===== config.mk =====
export PLATFORM = sky130hd
export DESIGN_NAME = alu_arbiter
export DESIGN_NICKNAME = d
export VERILOG_FILES = /design/src/rtl/alu_arbiter.sv
export SDC_FILE = /design/constraint.sdc
export NUM_CORES = 1
export LEC_CHECK = 0
export ABC_AREA = 1
export BUFFER_PORTS_ARGS = -buffer_cell sky130_fd_sc_hd__buf_2
export CAP_MARGIN = 0
export CORE_AREA = 2 2 166 168
export DETAILED_ROUTE_END_ITERATION = 7
export DIE_AREA = 0 0 168 170
export PLACE_DENSITY = 0.62
export SLEW_MARGIN = 20
export SYNTH_ARGS = -nofsm -noshare
export SYNTH_HDL_FRONTEND = slang
export SYNTH_SLANG_ARGS = --single-unit
export TNS_END_PERCENT = 10

===== constraint.sdc =====
create_clock -name clk -period 5.8 [get_ports clk]
set_input_delay 1.45 -clock clk [delete_from_list [all_inputs] [get_ports clk]]
set_output_delay 1.45 -clock clk [all_outputs]
set_load 0.01 [all_outputs]

===== src/rtl/alu_arbiter.sv =====
// Round-robin front end that shares one registered ALU between NUM_REQ requesters.
// Optional feature macro: ALU_ARB_OPCOUNT_EN adds the op_count completed-operation counter.
module alu_arbiter #(
    parameter int NUM_REQ = 4,
    parameter int ID_W    = 2,
    parameter int ALU_LAT = 1
) (
    input  logic                   clk,
    input  logic                   rst,
    input  logic [NUM_REQ-1:0]     req_valid,
    output logic [NUM_REQ-1:0]     req_ready,
    input  logic [32*NUM_REQ-1:0]  req_a,
    input  logic [32*NUM_REQ-1:0]  req_b,
    input  logic [5*NUM_REQ-1:0]   req_sel,
    output logic [31:0]            alu_a,
    output logic [31:0]            alu_b,
    output logic [4:0]             alu_sel,
    input  logic [31:0]            alu_out,
    output logic                   resp_valid,
    input  logic                   resp_ready,
    output logic [ID_W-1:0]        resp_id,
    output logic [31:0]            resp_data,
    output logic                   resp_zero,
    output logic                   resp_err,
    output logic                   busy
`ifdef ALU_ARB_OPCOUNT_EN
    ,
    output logic [31:0]            op_count
`endif
);

    localparam logic [1:0] S_IDLE = 2'd0;
    localparam logic [1:0] S_WAIT = 2'd1;
    localparam logic [1:0] S_RESP = 2'd2;

    localparam logic [4:0] OP_DIV = 5'b00011;
    localparam int         CNT_W  = 3;
    localparam int         IDX_W  = (NUM_REQ > 1) ? $clog2(NUM_REQ) : 1;

    logic [1:0]       r_state;
    logic [IDX_W-1:0] r_last_grant;
    logic [CNT_W-1:0] r_cnt;
    logic             r_err_q;
    logic [31:0]      r_alu_a;
    logic [31:0]      r_alu_b;
    logic [4:0]       r_alu_sel;
    logic [ID_W-1:0]  r_resp_id;
    logic [31:0]      r_resp_data;
    logic             r_resp_zero;
    logic             r_resp_err;

    logic             w_found;
    logic [IDX_W-1:0] w_win;
    logic [IDX_W-1:0] w_cand;
    logic [31:0]      w_win_a;
    logic [31:0]      w_win_b;
    logic [4:0]       w_win_sel;
    logic             w_accept;
    logic             w_resp_hs;

    // Search starts one past the last grant and wraps, so every waiting requester is reached.
    always_comb begin
        w_found = 1'b0;
        w_win   = '0;
        w_cand  = '0;
        for (int unsigned k = 1; k <= NUM_REQ; k++) begin
            w_cand = IDX_W'((32'(r_last_grant) + k) % NUM_REQ);
            if (!w_found && req_valid[w_cand]) begin
                w_found = 1'b1;
                w_win   = w_cand;
            end
        end
    end

    always_comb begin
        w_win_a   = req_a[32*w_win +: 32];
        w_win_b   = req_b[32*w_win +: 32];
        w_win_sel = req_sel[5*w_win +: 5];
    end

    always_comb begin
        req_ready = '0;
        if (r_state == S_IDLE && w_found) begin
            req_ready[w_win] = 1'b1;
        end
    end

    assign w_accept  = (r_state == S_IDLE) && w_found;
    assign w_resp_hs = (r_state == S_RESP) && resp_ready;

    always_ff @(posedge clk) begin
        if (rst) begin
            r_state      <= S_IDLE;
            r_last_grant <= IDX_W'(NUM_REQ - 1);
            r_cnt        <= '0;
            r_err_q      <= 1'b0;
            r_alu_a      <= '0;
            r_alu_b      <= '0;
            r_alu_sel    <= '0;
            r_resp_id    <= '0;
            r_resp_data  <= '0;
            r_resp_zero  <= 1'b0;
            r_resp_err   <= 1'b0;
        end else begin
            case (r_state)
                S_IDLE: begin
                    if (w_accept) begin
                        r_alu_a      <= w_win_a;
                        r_alu_b      <= w_win_b;
                        r_alu_sel    <= w_win_sel;
                        r_resp_id    <= ID_W'(w_win);
                        r_last_grant <= w_win;
                        r_err_q      <= (w_win_sel == OP_DIV) && (w_win_b == '0);
                        r_cnt        <= CNT_W'(ALU_LAT);
                        r_state      <= S_WAIT;
                    end
                end
                S_WAIT: begin
                    // Counter hits zero one edge after the ALU's own latency has elapsed.
                    if (r_cnt == '0) begin
                        r_resp_data <= alu_out;
                        r_resp_zero <= (alu_out == '0);
                        r_resp_err  <= r_err_q;
                        r_state     <= S_RESP;
                    end else begin
                        r_cnt <= r_cnt - 1'b1;
                    end
                end
                S_RESP: begin
                    if (w_resp_hs) begin
                        r_state <= S_IDLE;
                    end
                end
                default: begin
                    r_state <= S_IDLE;
                end
            endcase
        end
    end

`ifdef ALU_ARB_OPCOUNT_EN
    logic [31:0] r_op_count;

    always_ff @(posedge clk) begin
        if (rst) begin
            r_op_count <= '0;
        end else if (w_resp_hs) begin
            r_op_count <= r_op_count + 32'd1;
        end
    end

    assign op_count = r_op_count;
`else
    // Counter omitted: no extra state in this build.
`endif

    assign alu_a      = r_alu_a;
    assign alu_b      = r_alu_b;
    assign alu_sel    = r_alu_sel;
    assign resp_valid = (r_state == S_RESP);
    assign resp_id    = r_resp_id;
    assign resp_data  = r_resp_data;
    assign resp_zero  = r_resp_zero;
    assign resp_err   = r_resp_err;
    assign busy       = (r_state != S_IDLE);

endmodule


==> results.json, run 1 <==
{
  "yosys.area.top_type": "dfxtp_1",
  "synth_common_cells": "nor2_1 (224), nand2_1 (185), o21ai_0 (165)",
  "drtAntennaViolNets": 0,
  "hpwl_mm": 21.3,
  "worst-path-buf-inv": 2,
  "cp_max_fo": 31,
  "r2r-end": "r_err_q",
  "rows": 60,
  "finClkSkew_ps": 14.0,
  "start_util_pct": 26.2,
  "fmax_mhz": 221,
  "routedWlPerCell_um": 15.4,
  "power.switching_mw": 3.84,
  "clock_sinks": 113,
  "cts_resized": 0,
  "p_clk_share_pct": 15.3,
  "setup_tns_ps": 0,
  "port-buffer-count": 425,
  "slew_headroom_pct": 31.1,
  "cts_setup_buffers": 0,
  "fp.coreArea_um2": 26700,
  "finalHoldViolCount": 0,
  "criticalPathCategory": "in -> out",
  "hold_buffers": 0,
  "slowest_stage": "a21oi_4",
  "grt_pass1_vias": 8148,
  "ys_ff_latch": 113,
  "setup_violations": 0,
  "outcome": "complete, no violations",
  "holdCritPathClass": "reg -> reg",
  "ctsLongestPathBuffers": 2,
  "cp-end-kind": "primary output",
  "netlist_instances": 1143,
  "max-cap-violations": 0,
  "crit_start": "req_valid[3]",
  "worst_pin_slew_ps": 1030,
  "fin_crit_sh_pct": 78.1,
  "grt_remaining_overflow": 0,
  "crit_cells": 10,
  "vias": 8963,
  "wirelength_mm": 28.7,
  "nNetsFinal": 1829,
  "ys_warn_count": 0,
  "ys.flop_type": "dfxtp_1",
  "drc": 0,
  "syn_area_per_cell_um2": 6.11,
  "fin_crit_ps": 4530,
  "crit_family": "simple AND/OR/NAND/NOR gates",
  "die_area_um2": 28600,
  "reg2reg_depth": 19,
  "synth_seq_area_share_pct": 32.4,
  "p_leak_nw": 5.23,
  "cts_inserted_buffers": 17,
  "crit_top_cell": "nand2_1",
  "yosysMostFrequentCell": "nor2_1",
  "antenna_found_initial": 2,
  "layout-drive-gt1-share_pct": 31.7,
  "crit_end": "req_ready[1]",
  "yosysTopAreaCellShare_pct": 32.4,
  "crit_path_start_kind": "input port",
  "clock_latency_ps": 420,
  "synth_edf_count": 0,
  "timing.rr.start": "r_last_grant[0]",
  "drv_slew": 0,
  "combinationalPowerShare_pct": 66.9,
  "synth_area_um2": 6980,
  "grt_usage_pct": 19.1,
  "areaGrowthSynthToFinish_pct": 40.8,
  "worstPathArrival_ps": 3080,
  "grt_pass1_wl_mm": 43.1,
  "drtIter0Drc": 469,
  "clk_pin_slew_ps": 60,
  "ios": 426,
  "required_ps": 4350,
  "synth.distinct_cells": 32,
  "finalWeightedCongestion": 0.904,
  "asyncSetResetFlopFracSynth_pct": 0,
  "synth.top_cells.by_area": "dfxtp_1 (32%), nor2_1 (12%), o21ai_0 (12%), nand2_1 (9.9%), nand3_1 (7.3%)",
  "worst_slack_ps": 1270,
  "fp.dieH_um": 170,
  "grt_max_degree": 109,
  "first_pass_iters": 5,
  "power.density_nw_per_um2": 722,
  "crit_chain": "buf_2 -> nand2_1 -> nand2_1 -> nand2_1 -> nand2_1 -> nor2_4 -> nand2_2 -> a21oi_4 -> nor2_1 -> buf_2",
  "p_int_mw": 3.26,
  "die_x_um": 168,
  "pre_cts_slack_ps": 1230,
  "vias_per_cell": 4.80,
  "cts-root-buf": "clkbuf_16",
  "pwr-share-seq_pct": 17.8,
  "h-tree-depth": 4,
  "ir_worst_vdd_mv": 0.439,
  "reg2reg_slack_ps": 2420,
  "synth_nets": 1460,
  "max_stage_delay_ps": 650,
  "rsz0062_at_grt": "false",
  "cts_tree": "done",
  "switching_share_pct": 54.1
}
-- per-layer routing --
layer	track usage, %	routed length (µm)
met1	24.0	12300
met2	31.2	13500
met3	4.40	1760
met4	8.96	1150
met5	0	11
-- sequential cells by signal (all words and copies together), names as in the netlist --
signal / flops
resp_zero: 1
r_state: 2
resp_id: 2
alu_b: 32
r_last_grant: 2
alu_sel: 5
resp_err: 1
r_err_q: 1
alu_a: 32
r_cnt: 3
resp_data: 32
-- cell usage in the layout, fill, tap and decap left out, types with 2 or more instances in the layout --
cell type and instances:
diode_2 2, nor3_1 5, ha_1 2, o21ai_1 12
o211ai_1 2, o21ai_0 165, nand4_1 2, nand2_1 182
a21oi_1 9, inv_2 6, inv_6 7, nand2_2 6
clkinvlp_4 2, nor4_1 8, dfxtp_1 113, inv_1 119
buf_2 425, buf_4 7, a31oi_1 30, buf_12 2
o22ai_1 32, nand3_1 102, clkbuf_16 17, bufinv_16 2
nand3b_1 30, nor2_1 224, nand3_4 2, inv_8 2
-- how the worst min path moves through the flow --
stage	from	end	slack (ps)	cells past startpoint
2_1_floorplan	r_cnt[2]	r_cnt[2]	430	1
3_3_place_gp	r_cnt[2]	r_cnt[2]	450	1
3_5_place_dp	r_cnt[2]	r_cnt[2]	450	1
4_1_cts	r_cnt[0]	r_cnt[0]	470	1
5_1_grt	r_cnt[0]	r_cnt[0]	490	1
6_report	r_cnt[0]	r_cnt[0]	460	1
-- cells by family (layout without fill, tap and decap cells) --
group,after synthesis,in the layout,synth area share [%]
buffers and inverters,211,593,12.7
AOI/OAI and AO/OA,255,255,19.9
adders and majority gates,2,2,0.358
DFF,113,113,32.4
and+or+nand+nor,562,562,34.7
other,0,2,0
-- power by group through the flow --
stage / combinational [mW] / sequential, mW / clock [mW]
2_1_floorplan: 3.36 / 1.39 / 0
3_3_place_gp: 4.73 / 1.27 / 0
3_5_place_dp: 4.78 / 1.27 / 0
4_1_cts: 4.79 / 1.26 / 1.12
5_1_grt: 5.35 / 1.30 / 1.15
6_report: 4.75 / 1.26 / 1.09
-- cell type report --
cell class / count / area [µm²]
clock inverters: 15 / 173
fillers: 2938 / 16800
flip-flops and latches: 113 / 2260
multi-input cells: 819 / 3840
well taps: 341 / 427
clock buffers: 17 / 425
inverters: 127 / 479
diodes: 2 / 5.00
repair buffers: 434 / 2220
-- per-stage QoR --
stage               std cells  instance area (µm²)  hold slack (ps)  utilization, %  power (mW)
floorplan                1143                 6980              430               -        4.75
global placement         1834                 9230              449            34.6        6.00
detailed placement       1834                 9230              453            34.6        6.06
CTS                      1866                 9830              466            36.9        7.17
global route             1867                 9830              488            36.9        7.81
finish                   1868                 9830              464            36.9        7.10
-- worst register-to-register path: stages (launching register included) --
cell and delay [ps]:
dfxtp_1 600, inv_4 150, nand2_1 90, nand2_1 90
nand2_1 110, nand2_2 80, inv_1 100, nand2_1 80
nand2_1 100, nand3_4 370, inv_2 480, buf_12 290
nand2_1 110, nand3_1 90, nand2_1 100, nor2_1 110
nand2_1 70, nor2_1 100, nand3_1 100, o21bai_2 110
Power figures use the tool's default switching activity.
==> inputs of run 2 (changes only) <==
- PLACE_DENSITY: 0.62 -> 0.64
- clock period: 5.8 -> 3.8 ns (I/O delays scaled with it)
==> run 2 against run 1 <==
Net effect: sequential share of layout area is 0.15 points lower; final cell count rose by 0.43%; global-route usage decreased by 0.33 points; hold slack better by 13 ps; power grew 54%; routed wire length decreased by 1.9%; clock-buffer cell count unchanged; clock power rose by 49%; utilization is 0.23 points higher.
==> results.json, run 2 (synthesis results as in run 1) <==
{
  "regArea_um2": 2260,
  "worstPathArrival_ps": 2380,
  "fp.dieH_um": 170,
  "crit_path_start_kind": "flip-flop",
  "fp.coreArea_um2": 26700,
  "wirelength_mm": 28.1,
  "cts_resized": 0,
  "port-buffer-count": 425,
  "setup_tns_ps": 0,
  "criticalPathCategory": "reg -> out",
  "crit_family": "simple AND/OR/NAND/NOR gates",
  "placed_area_um2": 9300,
  "power.density_nw_per_um2": 1110,
  "vias_per_cell": 4.76,
  "nNetsFinal": 1837,
  "clock_latency_ps": 420,
  "cts-root-buf": "clkbuf_16",
  "die_x_um": 168,
  "routedWlPerCell_um": 15.0,
  "crit_chain": "inv_4 -> nand2_1 -> nand2_1 -> nand2_1 -> nand2_2 -> nor2_4 -> nand2_2 -> nand2_1 -> nand2_2 -> nor3_1 -> buf_2",
  "multi_input_area_um2": 3840,
  "setup_violations": 0,
  "ir_worst_vdd_mv": 1.06,
  "worst_pin_slew_ps": 944,
  "outcome": "complete, no violations",
  "vias": 8921,
  "rows": 60,
  "start_util_pct": 26.2,
  "antenna_found_initial": 2,
  "drtAntennaViolNets": 0,
  "grt_max_degree": 106,
  "die_area_um2": 28600,
  "clk_pin_slew_ps": 60,
  "max_stage_delay_ps": 570,
  "first_pass_iters": 6,
  "cp_max_fo": 10,
  "p_leak_nw": 5.27,
  "rsz0062_at_grt": "false",
  "layout_common_cells": "buf_2 (425), nor2_1 (224), nand2_1 (182)",
  "required_ps": 2850,
  "slowest_stage": "dfxtp_1",
  "drc": 0,
  "final_core_util_pct": 37.1,
  "final_common_cell": "buf_2",
  "total_power_mw": 10.9,
  "crit_top_cell": "nand2_1",
  "drtIter0Drc": 663,
  "worst-path-buf-inv": 2,
  "ios": 426,
  "cts_setup_buffers": 0,
  "fin_crit_ps": 3330,
  "hold_buffers": 0,
  "areaGrowthSynthToFinish_pct": 41.7,
  "holdCritPathClass": "reg -> reg",
  "grt_usage_pct": 18.8,
  "layout-drive-gt1-share_pct": 32.1,
  "cts_tree": "done",
  "clock_sinks": 113,
  "fmax_mhz": 300,
  "max-cap-violations": 0,
  "grt_pass1_vias": 8041,
  "ctsLongestPathBuffers": 2,
  "grt_remaining_overflow": 0,
  "finalWeightedCongestion": 0.903,
  "hpwl_mm": 21.3,
  "final_area_um2": 9900,
  "fin_crit_sh_pct": 87.6,
  "drv_slew": 0,
  "fillCellCount": 2896,
  "slew_headroom_pct": 36.6,
  "grt_pass1_wl_mm": 42.4,
  "finClkSkew_ps": 15.2,
  "cp-end-kind": "primary output",
  "h-tree-depth": 4,
  "cts_inserted_buffers": 17,
  "finalHoldViolCount": 0
}
[run 2: changes by cell type in the layout (fill, tap and decap cells not counted), sizes merged]
cell / previous run / this run
buf: 434 / 442
inv: 135 / 137
bufinv: 2 / 1
clkinv: 3 / 2
[run 2: through the flow]
stage | hold slack, ps | setup slack [ps] | cells
2_1_floorplan | 430 | 584 | 1143
3_3_place_gp | 448 | 535 | 1842
4_1_cts | 471 | 483 | 1874
3_5_place_dp | 456 | 495 | 1842
6_report | 477 | 470 | 1876
5_1_grt | 486 | 258 | 1875
[run 2: where the power goes]
part,switching [mW],total [mW],internal (mW)
combinational,4.98,7.39,2.41
clock,0.682,1.62,0.935
sequential,0.246,1.93,1.69
total,5.90,10.9,5.04
[run 2: worst reg2reg max path, cell delays in order (launching register included)]
cell and delay (ps):
dfxtp_1 570, inv_4 130, nand2_1 100, nand2_1 70
nand2_1 90, nand2_2 90, nor2_4 140, nand2_2 100
a21oi_4 190, buf_4 490, nand3_1 190, nand2_1 160
inv_1 50, nor2_1 100, nand2_1 100, nor2_1 130
nand3_1 100, o21bai_2 100
[run 2: path summary, 6_finish.rpt]
kind / from / end / slack (ps) / cells past startpoint
worst max-delay path: r_last_grant[0] / req_ready[3] / 470 / 11
worst min-delay path: resp_data[24] / resp_data[24] / 480 / 2
worst max register to register: r_last_grant[0] / r_err_q / 830 / 17
worst min register to register: resp_data[24] / resp_data[24] / 480 / 2
[run 2: layout make-up]
type | instances | share of cell area [%]
well taps | 341 | 4.31
clock buffers | 17 | 4.30
multi-input cells | 819 | 38.8
repair buffers | 442 | 23.2
diodes | 2 | 0.0506
inverters | 127 | 4.84
flip-flops and latches | 113 | 22.9
clock inverters | 15 | 1.64
[run 2: layer usage]
| metal | track usage (%) | vias to the layer above | routed length (µm) |
|---|---|---|---|
| met5 | 0 | - | 13 |
| met4 | 8.09 | 2 | 903 |
| met3 | 3.91 | 53 | 1550 |
| met2 | 31.5 | 349 | 13700 |
| met1 | 23.4 | 4026 | 12000 |
| li1 | - | 4491 | - |
==> inputs of run 3 (changes only) <==
==> constraint.sdc (replaced) <==
create_clock -name clk -period 3.8 [get_ports clk]
set_input_delay 0.38 -clock clk [delete_from_list [all_inputs] [get_ports clk]]
set_output_delay 0.38 -clock clk [all_outputs]
set_load 0.01 [all_outputs]
==> run 3 against run 2 <==
Net effect: clock power increased by 6%; sequential power about the same; worst setup slack got worse by 74 ps; die area unchanged; largest cell class unchanged.
==> results.json, run 3 (synthesis results as in run 1) <==
{
  "final_core_util_pct": 37.3,
  "cp_max_fo": 41,
  "whs_ps": 221,
  "cts_resized": 0,
  "holdCritPathClass": "in -> reg",
  "hold_buffers": 0,
  "hpwl_mm": 21.5,
  "final_common_cell": "buf_2",
  "cts_tree": "done",
  "fp.dieH_um": 170,
  "areaGrowthSynthToFinish_pct": 42.2,
  "max-cap-violations": 0,
  "vias": 8906,
  "grt_pass1_wl_mm": 43.3,
  "vias_per_cell": 4.76,
  "criticalPathCategory": "reg -> out",
  "cts_setup_buffers": 0,
  "required_ps": 3420,
  "fillCellCount": 2898,
  "outcome": "complete, no violations",
  "reg2reg_slack_ps": 630,
  "finalHoldViolCount": 0,
  "ctsLongestPathBuffers": 2,
  "routedWlPerCell_um": 15.3,
  "reg2reg_depth": 16,
  "setup_tns_ps": 0,
  "finalWeightedCongestion": 0.856,
  "power.density_nw_per_um2": 1110,
  "regArea_um2": 2260,
  "nNetsFinal": 1835,
  "ir_worst_vdd_mv": 0.591,
  "fin_crit_ps": 3400,
  "setup_violations": 0,
  "drtIter0Drc": 649,
  "antenna_found_initial": 0,
  "drv_slew": 0,
  "timing.rr.start": "r_last_grant[0]",
  "hold_path_end": "resp_data[11]",
  "holdPathStages": 3,
  "port-buffer-count": 425,
  "grt_max_degree": 87,
  "die_area_um2": 28600,
  "clock_latency_ps": 410,
  "drc": 0,
  "p_leak_nw": 5.29,
  "start_util_pct": 26.2,
  "grt_pass1_vias": 8222,
  "layout_common_cells": "buf_2 (425), nor2_1 (224), nand2_1 (182)",
  "worstPathArrival_ps": 3020,
  "r2r-end": "r_err_q",
  "grt_usage_pct": 19.2,
  "wirelength_mm": 28.6,
  "clk_pin_slew_ps": 60,
  "cts-root-buf": "clkbuf_16",
  "min_from": "alu_out[11]",
  "grt_remaining_overflow": 0,
  "drtAntennaViolNets": 0,
  "multi_input_area_um2": 3840,
  "fmax_mhz": 294,
  "rows": 60,
  "fp.coreArea_um2": 26700,
  "cts_inserted_buffers": 17,
  "clock_sinks": 113,
  "die_x_um": 168,
  "first_pass_iters": 6,
  "crit_path_start_kind": "flip-flop",
  "layout-drive-gt1-share_pct": 32.0,
  "total_power_mw": 11.0,
  "fin_crit_sh_pct": 89.6,
  "slew_headroom_pct": 34.0,
  "worst_pin_slew_ps": 984,
  "rsz0062_at_grt": "false",
  "n_antenna_cell": 0,
  "cp-end-kind": "primary output",
  "finClkSkew_ps": 13.0,
  "h-tree-depth": 4,
  "ios": 426
}
run 3: where the power goes:
| part | switching (mW) | internal [mW] | total, mW |
|---|---|---|---|
| clock network | 0.665 | 1.05 | 1.72 |
| logic | 4.97 | 2.42 | 7.39 |
| registers | 0.245 | 1.69 | 1.93 |
| total | 5.88 | 5.17 | 11.0 |
run 3: area by class of cell:
type	instances	share of cell area [%]
multi-input combinational	819	38.7
timing repair buffer	440	23.2
sequential	113	22.8
inverter	127	4.82
tap	341	4.30
clock buffer	17	4.28
clock inverter	15	1.95
run 3: stage by stage:
step / setup slack, ps / area [µm²] / std cells
after floorplan: 1650 / 6980 / 1143
after global placement: 622 / 9310 / 1840
after detailed placement: 600 / 9310 / 1840
after CTS: 359 / 9930 / 1872
after global routing: 103 / 9930 / 1872
final: 397 / 9930 / 1872
run 3: worst max-delay path by stage:
stage,from,to,slack (ps),cells past startpoint
6_report,r_last_grant[0],req_ready[2],400,12
5_1_grt,r_last_grant[0],req_ready[3],100,12
4_1_cts,r_last_grant[0],req_ready[2],360,12
3_5_place_dp,r_last_grant[0],r_err_q,600,16
3_3_place_gp,r_last_grant[0],r_err_q,620,16
2_1_floorplan,r_last_grant[0],req_ready[0],1650,12
run 3: layer usage:
metal	part of all wire (%)	up-vias	track usage, %
met4	2.9	0	7.60
li1	-	4485	-
met5	0	-	0
met3	6.4	38	4.07
met1	42	4052	23.8
met2	49	331	32.6
run 3: critical path: stages, from the launching register on:
cell	delay, ps
dfxtp_1	560
inv_4	120
nand2_2	100
nand2_1	50
nand2_1	70
nand2_1	100
nor2_4	170
nand2_2	90
nand2_1	80
nand2_2	530
buf_4	440
nor3_1	130
buf_2	160
